File: src/rtl/magnitude_peak_detector.sv
// Windowed peak search over an unsigned magnitude stream: reports the largest
// sample of each WINDOW_LENGTH-sample window, its index and a threshold flag.
module magnitude_peak_detector #(
  parameter int DATA_WIDTH    = 18,
  parameter int WINDOW_LENGTH = 1024,
  parameter int INDEX_WIDTH   = 10
) (
  input  logic                   clock,
  input  logic                   reset,
  input  logic                   enable,
  input  logic [DATA_WIDTH-1:0]  dataIn,
  input  logic [DATA_WIDTH-1:0]  threshold,
  output logic [DATA_WIDTH-1:0]  peakValue,
  output logic [INDEX_WIDTH-1:0] peakIndex,
  output logic                   detected,
  output logic                   peakValid
);

  typedef enum logic {IDLE, SEARCH} state_t;

  localparam logic [INDEX_WIDTH:0] LAST_COUNT = (INDEX_WIDTH+1)'(WINDOW_LENGTH - 1);
  localparam logic [INDEX_WIDTH:0] ONE_COUNT  = (INDEX_WIDTH+1)'(1);

  state_t                 state_reg, state_next;
  logic [DATA_WIDTH-1:0]  running_max_reg, running_max_next;
  logic [INDEX_WIDTH-1:0] running_index_reg, running_index_next;
  logic [INDEX_WIDTH:0]   sample_count_reg, sample_count_next;

  logic [DATA_WIDTH-1:0]  peak_value_reg;
  logic [INDEX_WIDTH-1:0] peak_index_reg;
  logic                   detected_reg;
  logic                   peak_valid_reg;

  // max/index including the sample accepted this cycle
  logic                   window_end;
  logic [DATA_WIDTH-1:0]  final_max;
  logic [INDEX_WIDTH-1:0] final_index;

  always_ff @(posedge clock or posedge reset) begin
    if (reset) begin
      state_reg         <= IDLE;
      running_max_reg   <= '0;
      running_index_reg <= '0;
      sample_count_reg  <= '0;
    end else begin
      state_reg         <= state_next;
      running_max_reg   <= running_max_next;
      running_index_reg <= running_index_next;
      sample_count_reg  <= sample_count_next;
    end
  end

  always_comb begin
    state_next         = state_reg;
    running_max_next   = running_max_reg;
    running_index_next = running_index_reg;
    sample_count_next  = sample_count_reg;
    window_end         = 1'b0;
    final_max          = running_max_reg;
    final_index        = running_index_reg;

    case (state_reg)
      IDLE: begin
        if (enable) begin
          final_max          = dataIn;
          final_index        = '0;
          running_max_next   = dataIn;
          running_index_next = '0;
          sample_count_next  = ONE_COUNT;
          state_next         = SEARCH;
          if (WINDOW_LENGTH == 1) begin
            window_end        = 1'b1;
            sample_count_next = '0;
            state_next        = IDLE;
          end
        end
      end
      SEARCH: begin
        if (enable) begin
          // strict compare keeps the earliest index on ties
          if (dataIn > running_max_reg) begin
            final_max   = dataIn;
            final_index = sample_count_reg[INDEX_WIDTH-1:0];
          end
          running_max_next   = final_max;
          running_index_next = final_index;
          sample_count_next  = sample_count_reg + ONE_COUNT;
          if (sample_count_reg == LAST_COUNT) begin
            window_end        = 1'b1;
            sample_count_next = '0;
            state_next        = IDLE;
          end
        end
      end
      default: state_next = IDLE;
    endcase
  end

  always_ff @(posedge clock or posedge reset) begin
    if (reset) begin
      peak_value_reg <= '0;
      peak_index_reg <= '0;
      detected_reg   <= 1'b0;
      peak_valid_reg <= 1'b0;
    end else begin
      peak_valid_reg <= window_end;
      if (window_end) begin
        peak_value_reg <= final_max;
        peak_index_reg <= final_index;
        detected_reg   <= (final_max >= threshold);
      end
    end
  end

  assign peakValue = peak_value_reg;
  assign peakIndex = peak_index_reg;
  assign detected  = detected_reg;
  assign peakValid = peak_valid_reg;

endmodule

File: config.mk
export PLATFORM = sky130hd
export DESIGN_NAME = magnitude_peak_detector
export DESIGN_NICKNAME = d
export VERILOG_FILES = /design/src/rtl/magnitude_peak_detector.sv
export SDC_FILE = /design/constraint.sdc
export NUM_CORES = 1
export LEC_CHECK = 0
export ABC_AREA = 1
export BUFFER_PORTS_ARGS = -buffer_cell sky130_fd_sc_hd__buf_2
export CELL_PAD_IN_SITES_DETAIL_PLACEMENT = 1
export CELL_PAD_IN_SITES_GLOBAL_PLACEMENT = 1
export CORE_MARGIN = 4
export CORE_UTILIZATION = 45
export CTS_CLUSTER_DIAMETER = 80
export DETAILED_ROUTE_END_ITERATION = 16
export GPL_ROUTABILITY_DRIVEN = 0
export PLACE_DENSITY = 0.92
export SLEW_MARGIN = 20
export SYNTH_ARGS = -nofsm -noshare
export SYNTH_HDL_FRONTEND = slang
export SYNTH_SLANG_ARGS = --single-unit
File: constraint.sdc
create_clock -name clock -period 6.9 [get_ports clock]
set_input_delay 0.69 -clock clock [delete_from_list [all_inputs] [get_ports clock]]
set_output_delay 0.69 -clock clock [all_outputs]
set_load 0.1 [all_outputs]
Word-level counts from Yosys, hierarchy flattened

Cells that the tools add are included.

Input bits: 39
Logic and storage cells: 35
Flip-flop bits (word level): 70
Output and inout bits: 30

Add/subtract/negate cells: 1
Mux-type cells: 19
Equality and inequality tests: 3
Bitwise gates (word level): 1
Reduce and logical (&&, ||, !) cells: 1
Magnitude comparators: 2

Operator list:

| operator              | count |
|---|---|
| $mux 18               | 3 |
| $pmux 18 s2           | 1 |
| $mux 11               | 3 |
| $mux 10               | 3 |
| $pmux 11 s2           | 1 |
| $pmux 10 s2           | 1 |
| $ge 18x18->1          | 1 |
| $gt 18x18->1          | 1 |
| $add 11x1->11 const B | 1 |
| $eq 11x10->1 const B  | 1 |
| $mux 1                | 6 |
| $ne 2x2->1 const B    | 2 |
| $pmux 1 s2            | 1 |
| $reduce_and 2->1      | 1 |
| $not 1->1             | 1 |

Depth between registers and ports, before layout

Gate-level depths: netlist (run 1).

Depth in word-level cells: 5
Gate-level depth with buffers: 24
Mapped depth without buffers: 23

Worst setup path after synthesis (run 1)

No wires, ideal clock.

Path type: input to register
Start: in dataIn[17]
End: reg detected_reg, in the netlist detected
Stages on the path: 19
Arrival time: 3.038 ns
Setup slack: 3.794 ns
Setup time: 0.068 ns
Data required time: 6.832 ns
Buffers on the path: 2
Cells stage by stage: ha_1 -> nand2_2 -> inv_1 -> nand2_1 -> nand3_1 -> nor2_1 -> nand3_2 -> buf_8 -> buf_12 -> nand3_1 -> nand3_2 -> o21a_1 -> ha_1 -> nand2_1 -> nor4_1 -> o2111ai_1 -> nand4_1 -> nand2_1 -> nand2_1

Cells in the longest elaborated chain, start to end: 5
Elaborated cells between the ends (all ways): 6
Classes of those cells: order compare (2); mux (4)

RTL lines:

| element              | line | text |
|---|---|---|
| start, declared      | 11   | `input logic [DATA_WIDTH-1:0] dataIn,` |
| $gt 18x18->1         | 81   | `if (dataIn > running_max_reg) begin` |
| $mux 18              | 81   |  |
| $mux 18              | n/a  |  |
| $pmux 18 s2 *        | n/a  |  |
| via final_max[17]    | 36   | `logic [DATA_WIDTH-1:0] final_max;` |
| $ge 18x18->1 *       | 110  | `detected_reg <= (final_max >= threshold);` |
| end signal, assigned | 110  |  |
| end, declared        | 31   | `logic detected_reg;` |

Mark *: on every way through the listed nets, which the timed path passes. The rest lies on a longest branch.
A chain may end at the register's enable or synchronous reset.

Final worst setup path (run 1)

Same ends and word-level chain as after synthesis.

==> metrics list, run 1 <==
* Clock root buffer master: clkbuf_8
* Initial standard-cell utilization of the core: between 40% and 50%
- The number of antenna diodes in the final layout is 0.
- Setup total negative slack on the finished layout was measured at 0 ns.
* Sink Count: 70
- The slowest stage of the critical path is the nand3_2 cell.
- H-tree depth: 3
- Wire length of the first global-routing pass: around 23000 um
- Crit path required time: about 7.2 ns
- Registers are responsible for 33.6% of the overall power.
* Final antenna-violating net count: 0
* Area added between synthesis and finish: 12.7%
* Final Skew: ~0.012 ns
- Crit Path Category: input port to flop
* Final HPWL DP: just over 10000 um
* Fraction of layout instances using a drive strength above 1: a little under a fifth
- Data arrives at the worst endpoint at approximately 4.5 ns.
* Maximum net fanout on the critical path: 29
- Synthesis inferred 70 register bits.
- Number of endpoints with negative hold slack in the final report: 0
- Buffers placed on the I/O ports in this run total between 60 and 70.
- Reported net switching power: ~0.00079 W
* Share of total power in combinational logic: 46.6%
- Worst reg2reg path startpoint: running_max_reg[17]
* Number of max-slew violations in the final report: 0
- Crit path top cell by count: nand2_1
* Net count reported at finish: between 700 and 800
- Worst path top cell family by delay: simple AND/OR/NAND/NOR gates
- Measured on the finished design, the core utilization comes to a little over half.
- Each instance of the synthesized netlist takes up on average 7.72 um^2.
- I/O pin total: just under 70
- The critical path starts at dataIn[17].
* Part of the total power dissipated in the clock network: between 10% and 20%
- Final min period: between 4 and 5 ns
- After synthesis, the share of flip-flops with an asynchronous set or reset is 100%.
- Kind of start point of the critical path: input port
- Netlist Area Pre-Place: 4520 um^2
- Based on the critical path, the design can be clocked at up to approximately 240 MHz.
- In this run, CTS created clock tree buffers numbering 9.
- Transition time of the tightest slew-check pin: 0.930 ns
- FILL cells: about 1300
* EDFF count, synth: 0
* Largest incremental delay on the critical path: approximately 0.55 ns
- # resized after CTS: 0
* Reported max-cap violation count: 0
- Initial DRC count: slightly below 200
- Yosys cell types: 36
- Antenna violations before repair: 0
- Static leakage: 2.87 nW
- Sw Ratio: a little under half
- Vias after detailed routing: between 4000 and 5000
- Cells after synthesis: 585
- Max rail drop VDD: approximately 180 uV
- Final instance area: between 5000 and 6000 um^2
- Dominant synthesized flop cell: dfrtp_1
- Worst skew pair latency: around 0.36 ns
- Floorplan Core Area: slightly below 10000 um^2
- Cell internal power was estimated by the tool at ~0.00096 W.
* Setup repair after global routing missed its margin: false
- Average vias per placed instance: between 5 and 6
- Maximum number of pins on one net before global-route repair: 71
* Total setup violations reported at the end of the flow: 0
* Setup Fix Bufs, Post-CTS: 0
* Clock transition time at the flip-flop clock pins of the worst setup and hold paths: 0.09 ns
* HP Class: flop to flop
* Buf+Inv Stages, Crit Path: 1
- Summed over all layers, the routed wires come to between 10000 and 15000 um.
- Die Width: 108 um
- In this run the tightest slew margin relative to its limit is roughly two fifths.
- Count of standard-cell rows: 36
- The longest clock path from root to sink contains 2 buffers.
- The worst setup path is captured at a flop.
- Post-detailed-route wirelength per cell: between 15 and 20 um
- Pwr/cell area: around 340 nW/um^2
- The number of global-route vias before repair was 4833.
* Critical path cell sequence: buf_2, ha_1, nand2_2, nor2_4, nand2_1, nor2_1, nor2_1, nand3_2, nand2_4, nand2_1, nand3_2, o21a_1, ha_1, nand2_1, nor4_1, o2111ai_1, nand4_1, nand2_1, nand2_1
* Global Route Usage Sum: 25.8%
* Drt first pass iters: 5
* Synth warn: 0
* Beginning of the worst hold path: peakValue[17]
* Count of hold-fix buffers inserted at cts: 0
* Die area: between 10000 and 15000 um^2
- Setup slack after placement: around 2.5 ns
* Setup slack of the critical path after layout: 2.73 ns
- TritonCTS clock tree: built
* Global route overflow: 0
* Number of nets in the synthesized netlist: ~660
- Die Span Y: 108 um
* Cell Area, Placed: roughly 5000 um^2
- Final critical-path share of the clock period: 60.5%
* Result of the run: completed
* Sequential area share after synthesis: between 30% and 40%
- # DRC: 0
-- final timing paths --
| kind | endpoint | slack [ns] | cells after the start |
|---|---|---|---|
| max reg2reg | detected | 2.78 | 19 |
| min in group asynchronous | peakValue[6] | 0.58 | 3 |
| min reg2reg | peakValue[17] | 0.48 | 2 |
| max | detected | 2.73 | 19 |
| min | peakValue[17] | 0.48 | 2 |
| max in group asynchronous | state_reg | 5.65 | 3 |
-- per-layer routing --
| layer | vias up | share of wire [%] | GRT usage, % |
|---|---|---|---|
| met5 | - | 0 | 0 |
| met4 | 0 | 5.4 | 14.7 |
| met3 | 47 | 3.6 | 5.31 |
| met2 | 101 | 53 | 46.6 |
| met1 | 2136 | 38 | 28.0 |
| li1 | 2015 | - | - |
-- worst register-to-register path, stage by stage (launching register included) --
cell and delay (ns):
dfrtp_1 0.35, inv_1 0.06, ha_1 0.32, nand2_2 0.09
nor2_4 0.14, nand2_1 0.09, nor2_1 0.19, nor2_1 0.10
nand3_2 0.55, nand2_4 0.40, nand2_1 0.22, nand3_2 0.12
o21a_1 0.18, ha_1 0.33, nand2_1 0.11, nor4_1 0.42
o2111ai_1 0.18, nand4_1 0.11, nand2_1 0.05, nand2_1 0.05
-- area by class of cell --
class / instances / area (um^2) / area share [%]
multi-input combinational: 411 / 2300 / 45.3
clock inverter: 6 / 71.3 / 1.40
clock buffer: 10 / 128 / 2.51
sequential: 70 / 1750 / 34.4
tap: 133 / 166 / 3.27
timing repair buffer: 72 / 370 / 7.28
inverter: 79 / 297 / 5.83
-- power by group through the flow --
stage	Clock, W	Sequential (W)	Combinational (W)
2_1_floorplan	0	0.000569	0.000615
3_3_place_gp	0	0.000579	0.000728
3_5_place_dp	0	0.000589	0.000795
4_1_cts	0.000352	0.000584	0.000813
5_1_grt	0.000371	0.000596	0.000921
6_report	0.000346	0.000586	0.000815
-- stage by stage --
step | total power (W) | cells | hold slack, ns
4_1_cts | 0.00175 | 781 | 0.491
5_1_grt | 0.00189 | 781 | 0.508
3_3_place_gp | 0.00131 | 765 | 0.461
3_5_place_dp | 0.00138 | 765 | 0.464
2_1_floorplan | 0.00118 | 585 | 0.468
6_report | 0.00175 | 781 | 0.484
-- synthesized netlist by cell type, types with 2 or more instances --
cell type	instances	area [um^2]
buf_2	10	50.1
dfrtp_1	70	1750
nor3_1	8	40.0
nand2_1	156	586
o21ai_0	6	30.0
inv_1	76	285
buf_8	2	30.0
o22ai_1	2	12.5
nand3_1	66	330
clkbuf_1	7	26.3
inv_2	3	11.3
nand2_2	6	37.5
ha_1	37	463
o21a_1	16	120
nand4_1	6	37.5
nor2_1	35	131
nand3_2	15	150
nor2_4	3	33.8
buf_1	2	7.51
xor2_1	3	26.3
nor4_1	5	31.3
buf_6	3	33.8
a21oi_1	35	175
-- cell families (layout without fill, tap and decap cells) --
logic type               after synthesis  after routing  share of synthesized area (%)
XOR/XNOR                               3              3                          0.582
adder cells (fa/ha/maj)               37             37                           10.2
AND/OR/NAND/NOR                      305            305                           31.4
buffers and inverters                104            167                           10.3
AO/OA/AOI/OAI                         66             66                           8.67
flip-flops                            70             70                           38.8
-- layout by cell type, fill, tap and decap left out, types with 6 or more instances in the layout --
cell type	instances
clkbuf_8	9
a21oi_1	35
nor2_1	35
nand3_2	15
nand2_2	7
nand3_1	66
buf_2	68
ha_1	37
o21a_1	16
nand4_1	6
nand2_1	155
nor3_1	8
inv_1	75
o21ai_0	6
dfrtp_1	69
Note: power is estimated with default switching activity, not from simulation.
==> inputs of run 2 (changes only) <==
- CORE_UTILIZATION: 45 -> 38
- PLACE_DENSITY: 0.92 -> 0.84
- clock period: 6.9 -> 3.4 ns (I/O delays scaled with it)
==> metrics list, run 2 (synthesis results as in run 1) <==
* Antenna violations before repair: 0 (unchanged)
- Static leakage: 2.99 nW (+4.2%)
- The worst endpoint required time is 3.63 ns (-3.56 ns).
- The slew at the pin closest to its max-slew limit is 0.856 ns (-0.0738 ns).
* Total setup violations reported at the end of the flow: 0 (unchanged)
- Initial standard-cell utilization of the core: 39.2% (-7.0 points)
* Area added between synthesis and finish: 18.6%
- Setup slack after placement: 0.0655 ns (-2.39 ns)
- Worst slack on hold paths: 0.154 ns (-0.330 ns)
- Fraction of layout instances using a drive strength above 1: 20.4% (+1.9 points)
- The worst setup path is captured at a flop.
- The number of slew-limit violations in the final report is 0 (unchanged).
* Clock root buffer master: clkbuf_16
- Setup repair after global routing left no endpoint under its margin.
* R2R depth: 18 (-1)
* Number of global-route vias before repair: 4693 (-2.9%)
- The worst voltage drop across the vdd grid was 408 uV (+130%).
* Antenna cell count: 0 (unchanged)
- The worst setup path is launched from a flop.
* TritonCTS clock tree: built
- The number of fill cells came to 1453 (+15%).
* Clock buffer depth: 2 (unchanged)
- Setup slack of the critical path after layout: 0.266 ns (-2.46 ns)
- H-tree depth: 3 (unchanged)
- The maximum clock skew at final layout came to 0.00890 ns (-0.00303 ns).
- Count of hold-fix buffers inserted at cts: 0 (unchanged)
- In this run the critical register-to-register path is captured at detected.
- Overall power: 0.00386 W (+120%)
- Maximum net fanout on the critical path: 20 (-31%)
- Drt first pass iters: 4 (-1)
- Final min period: about 3.1 ns
- Number of endpoints with negative hold slack in the final report: 0 (unchanged)
* Worst reg2reg path startpoint: running_max_reg[9]
* Net count reported at finish: 732 (+1.8%)
- Maximum number of pins on one net before global-route repair: 45 (-37%)
- The number of remaining DRC errors was 0 (unchanged).
* HP Class: input port to async pin
* Floorplan Core Area: 11500 um^2 (+18%)
- Dividing the final minimum period by the clock period gives between 90% and 100%.
- Average vias per placed instance: 5.35 (-2.7%)
- Based on the critical path, the design can be clocked at up to around 320 MHz.
- Most common library cell in the layout ignoring fill and taps: nand2_1
- Data arrival at the endpoint of the critical path: 3.36 ns (-1.11 ns)
- The total congestion overflow came to 0 (unchanged).
* Worst skew pair latency: 0.34 ns (-0.02 ns)
- The global routing usage summed across all routing layers is 21.4% (-4.5 points).
- The reg2reg setup slack was 0.27 ns (-2.51 ns).
- Most frequent cells in the layout: 156 x nand2_1, 75 x inv_1, 69 x dfrtp_1
- Reported max-cap violation count: 0 (unchanged)
- Sum of routed wire length over all layers: 14000 um (-1.1%)
- Clock transition time at the flip-flop clock pins of the worst setup and hold paths: 0.06 ns (-0.03 ns)
* Crit Path Category: flop to flop
- The global-route wire length before repair was 22800 um (-2.8%).
* CTS buffer count: 9 (unchanged)
- The number of placement rows is 39 (+8.3%).
* Post-detailed-route wirelength per cell: 17.5 um (-3.9%)
* Result of the run: completed
* Final antenna-violating net count: 0 (unchanged)
- Sink Count: 70 (unchanged)
* Initial DRC count: 155 (-22%)
- The count of pins on the block boundary was 69 (unchanged).
* Vias after detailed routing: 4305 (+0.14%)
* Die Width: 117 um (+8.2%)
* Count of port buffers added during placement: 68 (unchanged)
- Final HPWL DP: 10400 um (+2.6%)
- The cell area power density came to 720 nW/um^2 (+110%).
- The worst relative slew slack is 42.6% (+4.6 points).
- The full die area is 13700 um^2 (+17%).
- Die Span Y: 117 um (+8.2%)
- The total negative slack for setup checks was 0 ns (unchanged).
run 2: cell count changes in the layout (fill, tap and decap cells not counted), sizes merged:
cell / before / now
bufinv: 1 / 0
buf: 72 / 84
nand2: 163 / 164
inv: 80 / 84
clkinv: 2 / 0
clkbuf: 10 / 9
run 2: timing repair:
action,CTS,global route
resized for setup,0,11
setup endpoints to repair,0,1
setup buffers,0,1
run 2: how the worst max path moves through the flow:
stage	from	end	depth (start not counted)
after detailed placement	dataIn[9]	detected	19
after global placement	dataIn[9]	detected	19
final	running_max_reg[9]	detected	18
after floorplan	running_max_reg[17]	detected	20
after CTS	running_max_reg[9]	detected	19
after global routing	running_max_reg[15]	detected	19
run 2: metrics by stage:
stage | utilization, % | instances | area (um^2)
after detailed placement | 43.4 | 786 | 4990
after global placement | 43.4 | 786 | 4990
after floorplan | - | 585 | 4520
after global routing | 46.5 | 804 | 5360
after CTS | 45.9 | 802 | 5280
final | 46.5 | 804 | 5360
run 2: worst max-delay path, cell delays in order (launching register included):
cell,delay [ns]
dfrtp_1,0.39
inv_1,0.09
ha_1,0.25
nand2_1,0.09
nor2_1,0.06
nand2_1,0.11
nor2_4,0.07
a21oi_4,0.31
buf_6,0.28
nand3_1,0.13
nand3_1,0.12
o21a_1,0.15
ha_1,0.25
nand2_1,0.17
o21ai_0,0.14
a21oi_1,0.18
nand4_1,0.11
nand2_1,0.07
nand2_1,0.04
run 2: final cells by class:
class                      count  area [um^2]  share of cell area [%]
multi-input combinational    412         2350                    43.9
clock inverter                 7         61.3                    1.14
tap                          143          179                    3.34
timing repair buffer          84          488                    9.11
clock buffer                   9          225                    4.20
inverter                      79          297                    5.54
sequential                    70         1750                    32.7
run 2: power by group:
| part | leakage [nW] | switching [W] | internal, W | total [W] |
|---|---|---|---|---|
| clock network | 0.135 | 0.000401 | 0.000509 | 0.000910 |
| logic | 1.96 | 0.00111 | 0.000642 | 0.00176 |
| registers | 0.900 | 0.000151 | 0.00104 | 0.00119 |
run 2: layer usage:
metal / share of wire, % / vias up / track usage, %
met2: 53 / 106 / 38.3
met3: 4.2 / 41 / 4.99
met1: 39 / 2112 / 23.7
met5: 0 / - / 0
met4: 3.8 / 0 / 10.4
li1: - / 2046 / -
==> inputs of run 3 (changes only) <==
- ABC_AREA: 1 -> default
- CORE_UTILIZATION: 38 -> 39
- PLACE_DENSITY: 0.84 -> 0.83
==> metrics list, run 3 <==
- Multiplexer area fraction after synthesis: 5.44% (+5.4 points)
- The share of final-layout standard cells stronger than drive strength 1 came to 38.7% (+18 points).
- FILL cells: 1131 (-22%)
- The clock edge transition at the registers on the reported setup and hold paths came to 0.11 ns (+0.05 ns).
* Result of the run: finished with violations
- Die area: 11700 um^2 (-15%)
- Reported max-cap violation count: 0 (unchanged)
- The net count of the finished layout came to 606 (-17%).
* Setup slack of the critical path after layout: -0.511 ns (-0.777 ns)
* Share of Yosys cell area claimed by the top area cell type: 44.8% (+6.0 points)
- Final HPWL DP: 8710 um (-16%)
* H-tree depth: 3 (unchanged)
- The compound-gate portion of the synthesized area is 16.7% (+8.1 points).
* Critical path cell sequence: inv_1, ha_1, and4_1, nand2_1, or3_4, o21a_1, o31ai_4, buf_6, buf_6, mux2i_4, ha_1, nand2b_4, a21oi_2, o211ai_1, a2111oi_4, o311ai_2, o21a_1
- TritonCTS built the clock tree.
- Clock root buffer master: clkbuf_8
* Drt first pass iters: 5 (+1)
- Setup slack after placement: -0.556 ns (-0.621 ns)
- Register Area: 1750 um^2 (about the same)
- The latest clock arrival within the worst-skew pair came to 0.39 ns (+0.05 ns).
* Area added between synthesis and finish: 37.2%
- The total wirelength of the detailed-routed design came to 15300 um (+8.8%).
- I/O pin total: 69 (unchanged)
- Max rail drop VDD: 381 uV (-6.6%)
* Largest area contributor in the synthesized netlist: dfrtp_1
- The area share of xor/xnor cells in the synthesized design came to 1.79% (+1.2 points).
- Largest incremental delay on the critical path: 0.40 ns (about the same)
- Total setup violations reported at the end of the flow: 1 (+1)
- The multi-input gate area in the final layout was 2180 um^2 (-7.3%).
- Pwr/cell area: 768 nW/um^2 (+6.6%)
- Setup repair after global routing missed its margin: true
- Capture point of the critical path: detected
- Die Span Y: 108 um (-7.6%)
- The library cell used most frequently in the layout, excluding fill and tap cells, is dfrtp_1.
- Dominant synthesized flop cell: dfrtp_1
- Maximum number of pins on one net before global-route repair: 52 (+16%)
* Maximum net fanout on the critical path: 5 (-75%)
- The deepest clock path buffer count is 2 (unchanged).
- The number of instances in the synthesized netlist came to 400 (-32%).
- Sequential area share after synthesis: 44.8% (+6.0 points)
* Kind of start point of the critical path: flop
- Wire length of the first global-routing pass: 22600 um (-0.66%)
* Per-instance average area after synthesis: 9.78 um^2 (+27%)
- The area of the core is 9770 um^2 (-15%).
- The number of storage elements in the synthesis netlist came to 70 (unchanged).
* Number of max-slew violations in the final report: 0 (unchanged)
- Tracing the worst setup path back leads to its startpoint at running_max_reg[11].
* Synth warn: 0 (unchanged)
- Commonest cells in the synthesized netlist: 70 x dfrtp_1, 46 x nor2_1, 39 x inv_1, 37 x ha_1, 24 x nand3_1
- The per-cell via count in the routed design came to 5.71 (+6.5%).
* Initial DRC count: 260 (+68%)
- Transition time of the tightest slew-check pin: 0.600 ns (-0.256 ns)
- The post-synthesis share of cell area spent on full adders, half adders and majority gates was 11.8% (+1.6 points).
* Number of global-route vias before repair: 4144 (-12%)
- Largest cells by area after synthesis: dfrtp_1 45%, ha_1 12%, nor2_1 4.4%, mux2_2 4.0%, inv_1 3.7%
- Final antenna-violating net count: 0 (unchanged)
* Number of nets in the synthesized netlist: 476 (-28%)
* Category of the worst setup path capture point: flop
* Sink Count: 70 (unchanged)
* Most frequent cells in the layout: 70 x dfrtp_1, 68 x buf_2, 67 x buf_4
* Final Skew: 0.0257 ns (+0.0168 ns)
* Simple-gate area share of the yosys netlist: 12.7% (-19 points)
* Number of endpoints with negative hold slack in the final report: 0 (unchanged)
* Vias after detailed routing: 3811 (-11%)
* Crit Path Category: flop to flop
* Main combinational cell family by area after synthesis: compound AO/OA/AOI/OAI gates
* Fraction of the core area covered by cells at the end of the flow: 54.9% (+8.4 points)
- The async set-or-reset flop fraction in the synthesized netlist was 100% (unchanged).
- Worst reg2reg path startpoint: running_max_reg[11]
* R2R depth: 17 (-1)
- The number of distinct library cells after synthesis came to 39 (+8.3%).
* EDFF count, synth: 0 (unchanged)
* Highest attainable clock frequency: 256 MHz (-20%)
- Count of standard-cell rows: 36 (-7.7%)
- The number of diodes is 0 (unchanged).
- The number of buffers inserted during clock tree synthesis is 9 (unchanged).
- Antenna violations before repair: 0 (unchanged)
* Global route overflow: 0 (unchanged)
* HP Class: input port to flop
* Master of the slowest instance on the critical path: or3_4
* Final critical-path share of the clock period: 115% (+23 points)
- The overall die width is 108 um (-7.6%).
- Failing checks: setup timing
* Capture point of the worst reg-to-reg path: detected
- Data arrival at the endpoint of the critical path: 4.20 ns (+0.84 ns)
- Cell with the most instances after synthesis: dfrtp_1
- The worst endpoint required time came to 3.69 ns (+0.06 ns).
* Initial standard-cell utilization of the core: 40.0% (+0.79 points)
* Netlist Area Pre-Place: 3910 um^2 (-13%)
- The reg2reg setup slack is -0.51 ns (-0.78 ns).
- The cell leakage power is 2.73 nW (-8.7%).
- Post-detailed-route wirelength per cell: 22.9 um (+31%)
* Count of port buffers added during placement: 68 (unchanged)
- The final period demand of the worst path was 3.91 ns (+0.777 ns).
- Global Route Usage Sum: 25.7% (+4.4 points)
- # DRC: 0 (unchanged)
- Rel. slew slack: 59.8% (+17 points)
run 3: layout make-up:
class / count / area share, %
Tap cell: 133 / 3.10
Timing Repair Buffer: 140 / 16.9
Multi-Input combinational cell: 269 / 40.7
Clock buffer: 10 / 2.57
Sequential cell: 70 / 32.6
Inverter: 40 / 2.80
Clock inverter: 6 / 1.31
run 3: kinds of logic after synthesis:
| family | after synthesis |
|---|---|
| xor gates and xnor gates | 8 |
| DFF | 70 |
| and+or+nand+nor | 106 |
| adders and majority gates | 37 |
| buffers and inverters | 61 |
| muxes | 19 |
| AOI/OAI and AO/OA | 99 |
run 3: what timing repair did:
item,4_1_cts,5_1_grt
endpoints found under the setup margin,1,1
hold endpoints to repair,7,0
gates resized for setup,31,18
setup buffers,9,4
pin swaps,15,10
hold buffers,1,0
cloned,1,0
run 3: power breakdown:
part	internal [W]	total (W)	leakage, nW	switching [W]
sequential	0.00101	0.00116	0.914	0.000157
clock	0.000363	0.000756	0.0951	0.000393
combinational	0.00107	0.00220	1.73	0.00113
run 3: critical path: cells and delay by family (launching register included):
kind | cells | cell delay [ns]
AOI/OAI and AO/OA | 7 | 1.29
adders and majority gates | 2 | 0.60
buffers and inverters | 3 | 0.38
DFF | 1 | 0.39
muxes | 1 | 0.27
and+or+nand+nor | 4 | 0.89
run 3: how the worst min path moves through the flow:
stage | startpoint | endpoint | depth (start not counted)
after floorplan | running_index_reg[0] | running_index_reg[0] | 1
after global placement | reset | peakValue[4] | 2
after detailed placement | reset | peakValue[3] | 2
after CTS | dataIn[11] | running_max_reg[11] | 2
after global routing | dataIn[11] | running_max_reg[11] | 2
final | dataIn[13] | running_max_reg[13] | 2
run 3: per-layer routing:
layer / vias up / track usage [%] / part of all wire [%]
li1: 1682 / - / -
met1: 1916 / 29.8 / 39
met2: 158 / 44.9 / 50
met3: 55 / 5.37 / 5.7
met4: 0 / 13.3 / 5.4
met5: - / 0 / 0
run 3: through the flow:
step	TNS [ns]	power, W	instances	area, um^2	hold WS [ns]
final	-0.511	0.00412	668	5370	0.284
after global routing	-0.646	0.00431	668	5370	0.282
after CTS	-0.249	0.00373	664	5220	0.251
after detailed placement	-0.556	0.00269	637	4750	0.247
after global placement	-0.466	0.00255	637	4750	0.248
after floorplan	0	0.00202	400	3920	0.465
